[config.mk]
export PLATFORM = sky130hd
export DESIGN_NAME = cdf_pipeline
export DESIGN_NICKNAME = d
export VERILOG_FILES = /design/src/rtl/cdf_pipeline.sv
export SDC_FILE = /design/constraint.sdc
export NUM_CORES = 1
export LEC_CHECK = 0
export ABC_AREA = 1
export BUFFER_PORTS_ARGS = -buffer_cell sky130_fd_sc_hd__buf_2
export CAP_MARGIN = 20
export CORE_AREA = 5 5 170 172
export CTS_BUF_LIST = sky130_fd_sc_hd__clkbuf_2
export DETAILED_ROUTE_END_ITERATION = 8
export DIE_AREA = 0 0 175 177
export PLACE_DENSITY = 0.7
export SLEW_MARGIN = 20
export SYNTH_ARGS = -nofsm -noshare
export SYNTH_HDL_FRONTEND = slang
export SYNTH_SLANG_ARGS = --single-unit
[constraint.sdc]
create_clock -name clock -period 8.4 [get_ports clock]
set_input_delay 1.68 -clock clock [delete_from_list [all_inputs] [get_ports clock]]
set_output_delay 1.68 -clock clock [all_outputs]
set_load 0.02 [all_outputs]
[src/rtl/cdf_pipeline.sv]
// cdf_pipeline: streams 256 histogram bins out of a scratchpad bank, builds
// the running CDF and an 8-bit equalisation LUT entry per bin, writes each
// result to the m3 table and clears the bin behind itself in the m2 bank.
//
// Timing of bin k (cycle t = m2ReadAddr shows bin k):
//   t   : address issued              (idx_q / off_q)
//   t+1 : bin word on m2ReadVal       (s0 tag stage)
//   t+2 : decoded count registered    (s1 stage), cdf/lut computed
//   t+3 : m3 write + m2 clear visible (wr stage)
//
// Handshake: start is a level request; it is sampled only in IDLE and is
// ignored during READ/DRAIN. done stays high in DONE until start is seen
// low, after which the block returns to IDLE on the next edge.
module cdf_pipeline #(
  parameter int LOG2_PIXELS = 6
) (
  input  logic         clock,
  input  logic         rst_n,
  input  logic         start,
  input  logic         inputBaseOffset,
  input  logic [127:0] m2ReadVal,
  output logic [15:0]  m2ReadAddr,
  output logic         m2WE,
  output logic [15:0]  m2WriteAddr,
  output logic [127:0] m2WriteVal,
  output logic         m3WE,
  output logic [15:0]  m3WriteAddr,
  output logic [127:0] m3WriteVal,
  output logic         done,
  output logic [1:0]   dbg_state_o
);

  typedef enum logic [1:0] {
    S_IDLE  = 2'd0,
    S_READ  = 2'd1,
    S_DRAIN = 2'd2,
    S_DONE  = 2'd3
  } state_t;

  state_t      state_q, state_d;
  logic [7:0]  idx_q, idx_d;
  logic        off_q, off_d;
  logic [1:0]  drain_q, drain_d;
  logic        cdf_clr;

  // Pipeline registers
  logic        s0_v_q;
  logic [7:0]  s0_idx_q;
  logic        s1_v_q;
  logic [7:0]  s1_idx_q;
  logic [15:0] s1_cnt_q;
  logic        wr_v_q;
  logic [7:0]  wr_idx_q;
  logic [7:0]  lut_q;
  logic [23:0] cdf_q;

  // Datapath helpers
  logic [15:0] cnt_dec;
  logic [23:0] cdf_sum;
  logic [31:0] prod;
  logic [31:0] scaled;
  logic [7:0]  lut_d;
  logic        unused_read_bits;

  // State, bin index and bank select registers
  always_ff @(posedge clock or negedge rst_n) begin
    if (!rst_n) begin
      state_q <= S_IDLE;
      idx_q   <= 8'd0;
      off_q   <= 1'b0;
      drain_q <= 2'd0;
    end else begin
      state_q <= state_d;
      idx_q   <= idx_d;
      off_q   <= off_d;
      drain_q <= drain_d;
    end
  end

  // Next-state logic; idx_q freezes at 255 so the read address holds after READ
  always_comb begin
    state_d = state_q;
    idx_d   = idx_q;
    off_d   = off_q;
    drain_d = drain_q;
    cdf_clr = 1'b0;
    case (state_q)
      S_IDLE: begin
        if (start) begin
          state_d = S_READ;
          idx_d   = 8'd0;
          off_d   = inputBaseOffset;
          cdf_clr = 1'b1;
        end
      end
      S_READ: begin
        if (idx_q == 8'd255) begin
          state_d = S_DRAIN;
          drain_d = 2'd0;
        end else begin
          idx_d = idx_q + 8'd1;
        end
      end
      S_DRAIN: begin
        if (drain_q == 2'd2) begin
          state_d = S_DONE;
        end else begin
          drain_d = drain_q + 2'd1;
        end
      end
      S_DONE: begin
        if (!start) begin
          state_d = S_IDLE;
        end
      end
      default: state_d = S_IDLE;
    endcase
  end

  // Bin decode, running sum and saturating LUT scale
  always_comb begin
    cnt_dec = (m2ReadVal[31:16] == 16'hAAAA) ? m2ReadVal[15:0] : 16'd0;
    cdf_sum = cdf_q + {8'd0, s1_cnt_q};
    prod    = {8'd0, cdf_sum} * 32'd255;
    scaled  = prod >> LOG2_PIXELS;
    lut_d   = (scaled > 32'd255) ? 8'hFF : scaled[7:0];
  end

  assign unused_read_bits = ^m2ReadVal[127:32];

  // Three-stage pipeline from read address to table/clear write
  always_ff @(posedge clock or negedge rst_n) begin
    if (!rst_n) begin
      s0_v_q   <= 1'b0;
      s0_idx_q <= 8'd0;
      s1_v_q   <= 1'b0;
      s1_idx_q <= 8'd0;
      s1_cnt_q <= 16'd0;
      wr_v_q   <= 1'b0;
      wr_idx_q <= 8'd0;
      lut_q    <= 8'd0;
      cdf_q    <= 24'd0;
    end else begin
      s0_v_q   <= (state_q == S_READ);
      s0_idx_q <= idx_q;
      s1_v_q   <= s0_v_q;
      s1_idx_q <= s0_idx_q;
      s1_cnt_q <= cnt_dec;
      wr_v_q   <= s1_v_q;
      if (cdf_clr) begin
        cdf_q <= 24'd0;
      end else if (s1_v_q) begin
        cdf_q    <= cdf_sum;
        lut_q    <= lut_d;
        wr_idx_q <= s1_idx_q;
      end
    end
  end

  assign m2ReadAddr  = {7'd0, off_q, idx_q};
  assign m2WE        = wr_v_q;
  assign m2WriteAddr = {7'd0, off_q, wr_idx_q};
  assign m2WriteVal  = 128'd0;
  assign m3WE        = wr_v_q;
  assign m3WriteAddr = {8'd0, wr_idx_q};
  assign m3WriteVal  = {88'd0, lut_q, 8'd0, cdf_q};
  assign done        = (state_q == S_DONE);
  assign dbg_state_o = state_q;

endmodule

==> run metrics, run 1 <==
crit path launch type=flop; Sequential cell area=2202 um2; Internal=678.5 uW; Final Worst Setup Slack=1.290 ns; die width=175 um; vias in the first global route=8444; grt total ovfl=0; I/O Buffers=98; Period minus WS final=7.110 ns; YS warnings=0; endpoints failing setup=0; post-DR wirelength/cell=11.96 um; first drt pass iteration count=6; Longest Clk Path Bufs=2; post_cts resized=0; worst slew pin tran=0.9014 ns; Mapped Cells=1555; # fillers=2797; die area=30980 um2; Hold Vio Cnt, Final=0; Core Util, Final=42.83%; Max Cap Viol=0; setup total negative slack=0 ns; skew final=0.03843 ns; Leak=0.007415 uW; largest area contributor in the netlist=dfrtp_1; slowest cell on the critical path=fa_1; Via density=4.316; CTS Buf Count=9; Required @ worst endpoint=8.93 ns; CTS tree=built; status=finished, final reports clean; Critical Path Max Stage Delay=0.58 ns; antenna viol nets, final=0; Clk pwr share=17.7%; drc violations=0; Mapped Area=11670 um2; Relative slew margins=39.47%; global-route wire length before repair=39520 um; number of DRC markers in iteration 0=366; Layout Nets=1957; Distinct cells, synth=44; Tot GR Track Use=15.34%; Core Rows=61; initial antenna violation count=2; DPL Wire Length=20740 um; worst hold slack=0.3718 ns; number of H-tree levels=3; power density over the cells=110.8 nW/um2; #FFs+latches synth=88; final WL=23900 um; routed vias=8628; RSZ-0062 raised after global routing=no; Sw Ratio=47.67%; Sink Count=88; Synth top area share=18.87%; crit path kind=reg2reg; Slew Viols, Final=0; Async SR Flop Fraction=100.0%; Net Sw Power=618.2 uW; postcts setup bufs=0; post-cts hold buffer count=0; synthesized area per cell=7.503 um2; Initial Util=42.70%; area of the multi-input gates=7078 um2; CTS root buf=clkbuf_2; ys flop type=dfrtp_1; Hold Crit Class=reg2reg; delay-heaviest family, CP=adder cells; register area share after synthesis=18.87%; Synth area leaders=dfrtp_1 (19%), buf_4 (17%), fa_1 (16%); Place WS=1.278 ns; boundary pin count=441; clock transition at the registers of the reported paths=0.32 ns; fraction of layout instances using a drive strength above 1=9.564%; maximum VDD drop=0.1743 mV; Placer Congestion=0.8998; Total Power Consumption=1297 uW; Die Y=177 um; area of the core=27320 um2; arrival time worst endpoint=7.64 ns; number of flops mapped to enable cells by yosys=0; Sequential Power Share=40.8%; Crit path buffers/inverters=7; clk_lat worst skew=0.62 ns; critical path peak fanout=8; combinational share of power=41.6%; fin crit share=84.64%; CP most frequent cell=nand2_1; Layout area overhead=0.3005%; largest net degree at the start of global routing=72; Max Fclk=140.7 MHz; crit path capture type=flop
## sequential cells by signal, indices dropped and copies added (netlist names)
name,cells
idx_q,8
off_q,1
wr_idx_q,8
s1_idx_q,8
m2WE,1
dbg_state_o,2
lut_q,8
s1_v_q,1
s0_idx_q,8
s0_v_q,1
cdf_q,24
drain_q,2
s1_cnt_q,16
## power groups by stage
| stage | logic, uW | registers [uW] | clock network (uW) |
|---|---|---|---|
| floorplan | 442 | 577 | 0 |
| global placement | 528 | 536 | 0 |
| detailed placement | 535 | 537 | 0 |
| CTS | 539 | 530 | 240 |
| global route | 600 | 539 | 253 |
| finish | 539 | 529 | 229 |
## Yosys cell counts, types with 8 or more instances
cell,number
ha_1,83
fa_1,95
nand2_1,326
nand3_1,49
nand4_1,12
a21oi_1,44
clkbuf_1,9
buf_4,257
dfrtp_1,88
nor3_1,12
inv_1,351
or2_2,8
o21ai_0,31
xor2_1,27
nor2_1,82
## stage by stage
stage               std cells  instance area (um2)
floorplan                1800                12590
global placement         1982                11580
detailed placement       1982                11580
CTS                      1998                11700
global route             1999                11700
finish                   1999                11700
## per-layer routing
metal | wire, um | track usage, %
met5 | 13 | 0
met4 | 246 | 2.586
met2 | 11440 | 26.23
met3 | 1628 | 3.418
met1 | 10580 | 20.39
## kinds of logic after synthesis
family	count (synthesis)	share of synthesized area, %
flip-flops	88	18.87
adder cells (fa/ha/maj)	178	25.20
AO/OA/AOI/OAI	114	5.952
buffers and inverters	624	28.34
XOR/XNOR	40	3.485
AND/OR/NAND/NOR	510	18.11
other	1	0.03214
## final cells by class
type	instances	area share [%]
flip-flops and latches	88	18.82
clock inverters	7	0.6415
repair buffers	102	4.469
well taps	346	3.699
inverters	358	11.48
multi-input cells	1088	60.48
diodes	1	0.02138
clock buffers	9	0.3849
## layout by cell type, fill, tap and decap left out, types with 8 or more instances in the layout
cell,Yosys,layout
a21oi_1,44,44
nor3_1,12,12
ha_1,83,83
inv_1,351,351
clkbuf_2,0,9
nand2_1,326,326
nor2_1,82,82
fa_1,95,95
xor2_1,27,27
dfrtp_1,88,88
nand4_1,12,12
nand3_1,49,49
buf_2,0,97
or2_2,8,8
conb_1,1,246
o21ai_0,31,31
## worst paths after layout
path,startpoint,cells after the start,slack [ns],to
hold reg to reg,s0_idx_q[0],0,0.37,s1_idx_q[0]
setup / recovery,cdf_q[0],36,1.29,lut_q[3]
max in group asynchronous,rst_n,2,6.37,cdf_q[22]
hold / removal,s0_idx_q[0],0,0.37,s1_idx_q[0]
min in group asynchronous,rst_n,1,0.89,s1_cnt_q[3]
setup reg to reg,cdf_q[0],36,1.29,lut_q[3]
Power figures use the tool's default switching activity.
==> run 2: changes to the inputs <==
Clock period 8.4 ns to 7.1 ns, I/O delays scaled along.
==> run 2 against run 1 <==
Critical path type unchanged. Clock skew up 0.016 ns. Power grew 20%. Non-clock buffer count increased by 15. First-iteration DRC count increased by 15%. Critical path depth decreased by 6. Global-route usage is 0.18 points higher. Sequential power increased by 19%. Via count rose by 1.1%. Die area did not move. Largest power group unchanged. Register-to-register slack worse by 0.81 ns.
==> run metrics, run 2 (same netlist as run 1, synthesis figures left out) <==
largest net degree at the start of global routing=72 (unchanged); Clk pwr share=18.0% (was 17.7%); Required @ worst endpoint=7.66 ns (was 8.93 ns); clock transition at the registers of the reported paths=0.31 ns (was 0.32 ns); die area=30980 um2 (unchanged); Die Y=177 um (unchanged); power density over the cells=130.3 nW/um2 (was 110.8 nW/um2); Sw Ratio=47.35% (was 47.67%); GR Util met2=26.90% (was 26.23%); Sink Count=88 (unchanged); boundary pin count=441 (unchanged); met1 global-route usage=20.18% (was 20.39%); crit path launch type=flop (unchanged); skew final=0.05407 ns (was 0.03843 ns); Crit path buffers/inverters=5 (was 7); endpoints failing setup=0 (unchanged); Biggest register=cdf_q (unchanged); status=finished, final reports clean (unchanged); most common cell after layout, fill and taps aside=inv_1 (unchanged); die width=175 um (unchanged); Net Sw Power=735.5 uW (was 618.2 uW); antenna viol nets, final=0 (unchanged); Slew Viols, Final=0 (unchanged); arrival time worst endpoint=7.19 ns (was 7.64 ns); grt peak-use layer=met2 (unchanged); DPL Wire Length=21130 um (was 20740 um); Period minus WS final=6.624 ns (was 7.110 ns); crit path capture type=flop (unchanged); critical path peak fanout=8 (unchanged); Max Fclk=151.0 MHz (was 140.7 MHz); Core Rows=61 (unchanged); routed vias=8723 (was 8628); Longest Clk Path Bufs=2 (unchanged); worst hold slack=0.3832 ns (was 0.3718 ns); number of DRC markers in iteration 0=422 (was 366); final WL=24200 um (was 23900 um); number of H-tree levels=3 (unchanged); Max Cap Viol=0 (unchanged); Placer Congestion=0.9107 (was 0.8998); CTS Buf Count=9 (unchanged); area of the multi-input gates=7163 um2 (was 7078 um2); Place WS=0.2051 ns (was 1.278 ns); Via density=4.331 (was 4.316); post-DR wirelength/cell=12.02 um (was 11.96 um); initial antenna violation count=2 (unchanged); CTS root buf=clkbuf_2 (unchanged); clk_lat worst skew=0.63 ns (was 0.62 ns); CTS tree=built (unchanged); Sequential Power Share=40.4% (was 40.8%); maximum VDD drop=0.1924 mV (was 0.1743 mV); vias in the first global route=8630 (was 8444); Relative slew margins=38.52% (was 39.47%); Critical Path Max Stage Delay=0.55 ns (was 0.58 ns); Final Worst Setup Slack=0.4758 ns (was 1.290 ns); commonest cells after routing, fill and taps aside=inv_1 (351), nand2_1 (324), conb_1 (246) (was inv_1 (351), nand2_1 (326), conb_1 (246)); post-cts hold buffer count=0 (unchanged); drc violations=0 (unchanged); reg2reg setup slack=0.48 ns (was 1.29 ns); Layout Nets=1972 (was 1957); I/O Buffers=98 (unchanged); Internal=818.0 uW (was 678.5 uW); first drt pass iteration count=7 (was 6); fraction of layout instances using a drive strength above 1=11.28% (was 9.564%); Hold Crit Class=reg2reg (unchanged); Leak=0.007497 uW (was 0.007415 uW); Hold Vio Cnt, Final=0 (unchanged); fin crit share=93.30% (was 84.64%); Sequential cell area=2202 um2 (unchanged); combinational share of power=41.6% (about the same); worst slew pin tran=0.9156 ns (was 0.9014 ns); Layout area overhead=2.220% (was 0.3005%); Initial Util=42.70% (unchanged); max reg flops=24 (unchanged); grt met3 use=3.375% (was 3.418%); global-route wire length before repair=40200 um (was 39520 um); delay-heaviest family, CP=adder cells (unchanged); grt total ovfl=0 (unchanged); Tot GR Track Use=15.53% (was 15.34%); crit path kind=reg2reg (unchanged); # fillers=2776 (was 2797); slowest cell on the critical path=fa_1 (unchanged); Top Registers=cdf_q x24, s1_cnt_q x16 (unchanged); area of the core=27320 um2 (unchanged)
run 2: changes by cell type in the layout (fill, tap and decap cells not counted), sizes merged:
cell      delta
clkinvlp     -1
inv          +2
buf         +15
clkinv       -1
run 2: per-layer routing:
metal,vias up,share of wire [%]
met5,-,0.033
met4,2,1.4
met3,30,6.7
met2,261,49
met1,4086,43
li1,4344,-
run 2: per-stage QoR:
stage / instances / TNS [ns] / util (%) / total power (uW) / cell area [um2]
after CTS: 2010 / 0 / 43.25 / 1570 / 11820
after detailed placement: 1994 / 0 / 42.78 / 1284 / 11690
final: 2014 / 0 / 43.65 / 1553 / 11930
after floorplan: 1800 / 0 / - / 1206 / 12590
after global placement: 1993 / 0 / 42.68 / 1255 / 11660
after global routing: 2014 / -0.004028 / 43.65 / 1670 / 11930
run 2: cell type report:
class | count | share of cell area, %
Clock buffer | 9 | 0.3777
Inverter | 358 | 11.27
Sequential cell | 88 | 18.46
Clock inverter | 7 | 0.6819
Tap cell | 346 | 3.630
Timing Repair Buffer | 117 | 5.497
Multi-Input combinational cell | 1088 | 60.06
Antenna cell | 1 | 0.02098
run 2: timing repair:
| action | 4_1_cts | 5_1_grt |
|---|---|---|
| endpoints found under the setup margin | 0 | 8 |
| gates resized for setup | 0 | 19 |
| setup buffers | 0 | 3 |
run 2: power by group through the flow:
| stage | registers [uW] | clock network [uW] | logic (uW) |
|---|---|---|---|
| after CTS | 631 | 291 | 648 |
| after global routing | 640 | 309 | 722 |
| after global placement | 636 | 0 | 620 |
| after floorplan | 683 | 0 | 523 |
| after detailed placement | 638 | 0 | 646 |
| final | 628 | 280 | 646 |
run 2: path summary, 6_finish.rpt:
check | from | end | depth (start not counted)
worst max-delay path | cdf_q[0] | lut_q[6] | 30
worst min-delay path | s0_idx_q[2] | s1_idx_q[2] | 0
worst max register to register | cdf_q[0] | lut_q[6] | 30
worst min register to register | s0_idx_q[2] | s1_idx_q[2] | 0
max in group asynchronous | rst_n | cdf_q[20] | 2
min in group asynchronous | rst_n | s1_cnt_q[1] | 1
==> run 3: changes to the inputs <==
Settings changed: CORE_AREA 5 5 170 172 to 5 5 169 171, DIE_AREA 0 0 175 177 to 0 0 174 176.
==> run 3 against run 2 <==
Power shrank 1.8%. Sequential cell count unchanged. Via count rose by 0.97%. Combinational power about the same. Sequential share of layout area rose by 0.15 points.
==> run metrics, run 3 (same netlist as run 1, synthesis figures left out) <==
status=finished, final reports clean (unchanged); critical path peak fanout=8 (unchanged); Longest Clk Path Bufs=2 (unchanged); Finished Cell Area=11830 um2 (was 11930 um2); Max Fclk=150.0 MHz (was 151.0 MHz); antenna viol nets, final=0 (unchanged); Slew Viols, Final=0 (unchanged); maximum VDD drop=0.2248 mV (was 0.1924 mV); Biggest register=cdf_q (unchanged); CTS tree=built (unchanged); first drt pass iteration count=6 (was 7); Period minus WS final=6.667 ns (was 6.624 ns); final WL=24560 um (was 24200 um); crit path kind=reg2reg (unchanged); die area=30620 um2 (was 30980 um2); fraction of layout instances using a drive strength above 1=10.88% (was 11.28%); Layout area overhead=1.416% (was 2.220%); post-DR wirelength/cell=12.24 um (was 12.02 um); Hold Crit Class=reg2reg (unchanged); vias in the first global route=8799 (was 8630); routed vias=8808 (was 8723); max reg flops=24 (unchanged); boundary pin count=441 (unchanged); Placer Congestion=0.9037 (was 0.9107); Hold Vio Cnt, Final=0 (unchanged); worst slew pin tran=0.9558 ns (was 0.9156 ns); Die Y=176 um (was 177 um); endpoints failing setup=0 (unchanged); Core Rows=60 (was 61); number of DRC markers in iteration 0=548 (was 422); Tot GR Track Use=15.95% (was 15.53%); Initial Util=43.66% (was 42.70%); clk_lat worst skew=0.61 ns (was 0.63 ns); number of H-tree levels=3 (unchanged); Critical Path Max Stage Delay=0.56 ns (was 0.55 ns); Relative slew margins=36.28% (was 38.52%); global-route wire length before repair=41300 um (was 40200 um); Top Registers=cdf_q x24, s1_cnt_q x16 (unchanged); most common cell after layout, fill and taps aside=inv_1 (unchanged); arrival time worst endpoint=7.22 ns (was 7.19 ns); I/O Buffers=98 (unchanged); commonest cells after routing, fill and taps aside=inv_1 (350), nand2_1 (325), conb_1 (246) (was inv_1 (351), nand2_1 (324), conb_1 (246)); clock transition at the registers of the reported paths=0.30 ns (was 0.31 ns); area of the core=26730 um2 (was 27320 um2); Post-DP Area=11650 um2 (was 11690 um2); DPL Wire Length=21130 um (about the same); skew final=0.05115 ns (was 0.05407 ns); CTS Buf Count=9 (unchanged); Max Cap Viol=0 (unchanged); Via density=4.391 (was 4.331); initial antenna violation count=2 (unchanged); Leak=0.007468 uW (was 0.007497 uW); RSZ-0062 raised after global routing=no; CTS root buf=clkbuf_2 (unchanged); fin crit share=93.91% (was 93.30%); largest net degree at the start of global routing=77 (was 72); die width=174 um (was 175 um); power density over the cells=128.9 nW/um2 (was 130.3 nW/um2); setup total negative slack=0 ns (unchanged); crit path launch type=flop (unchanged); drc violations=0 (unchanged); Required @ worst endpoint=7.65 ns (was 7.66 ns); Sink Count=88 (unchanged); grt total ovfl=0 (unchanged); crit path capture type=flop (unchanged); Layout Nets=1969 (was 1972); slowest cell on the critical path=fa_1 (unchanged)
[run 3: cell count changes in the layout (fill, tap and decap cells not counted), sizes merged]
cell	delta
clkinvlp	+2
inv	-1
clkinv	-1
buf	-3
[run 3: report_power, final]
group	total [uW]	switching (uW)	leakage (uW)	internal, uW
clock	257	204	0.0000628	53.2
combinational	644	476	0.00621	168
sequential	624	46.6	0.00120	577
total	1520	727	0.00747	798
[run 3: worst paths after layout]
kind | start | endpoint | slack [ns] | depth (start not counted)
max in group asynchronous | rst_n | cdf_q[16] | 5.30 | 2
min in group asynchronous | rst_n | lut_q[3] | 0.59 | 1
setup / recovery | cdf_q[0] | lut_q[6] | 0.43 | 33
setup reg to reg | cdf_q[0] | lut_q[6] | 0.43 | 33
hold / removal | s0_idx_q[4] | s1_idx_q[4] | 0.36 | 0
hold reg to reg | s0_idx_q[4] | s1_idx_q[4] | 0.36 | 0
[run 3: final cells by class]
class	instances	area, um2
Fill cell	2706	14890
Multi-Input combinational cell	1088	7139
Sequential cell	88	2202
Inverter	358	1344
Timing Repair Buffer	114	613.1
Tap cell	341	426.7
Clock inverter	7	60.06
Clock buffer	9	45.04
Antenna cell	1	2.502
[run 3: through the flow]
step / hold slack (ns) / total power, uW / setup WS [ns] / util [%] / std cells
final: 0.3613 / 1525 / 0.4327 / 44.27 / 2006
after global placement: 0.3327 / 1261 / 0.2459 / 43.59 / 1987
after detailed placement: 0.3347 / 1275 / 0.1853 / 43.59 / 1987
after CTS: 0.3827 / 1543 / 0.1658 / 43.98 / 2003
after global routing: 0.3811 / 1646 / 0.003280 / 44.27 / 2006
after floorplan: 0.3312 / 1206 / 0.6410 / - / 1800
[run 3: critical path, delay by kind of cell (launching register included)]
kind	cells	cell delay (ns)
AND/OR/NAND/NOR	18	2.30
flip-flops	1	0.45
buffers and inverters	6	0.40
AO/OA/AOI/OAI	2	0.28
adder cells (fa/ha/maj)	7	3.20
[run 3: timing repair]
item,in CTS,in global routing
hold buffers,0,0
resized for setup,0,14
buffers inserted,0,2
setup endpoints to repair,0,8
[run 3: metal layers]
metal  GRT usage [%]  wire, um  part of all wire, %  vias to the layer above
li1                -         -                    -                     4344
met1           21.16     10780                   44                     4149
met2           28.13     12050                   49                      298
met3           2.869      1592                  6.5                       17
met4           2.112       136                 0.55                        0
met5               0         0                    0                        -
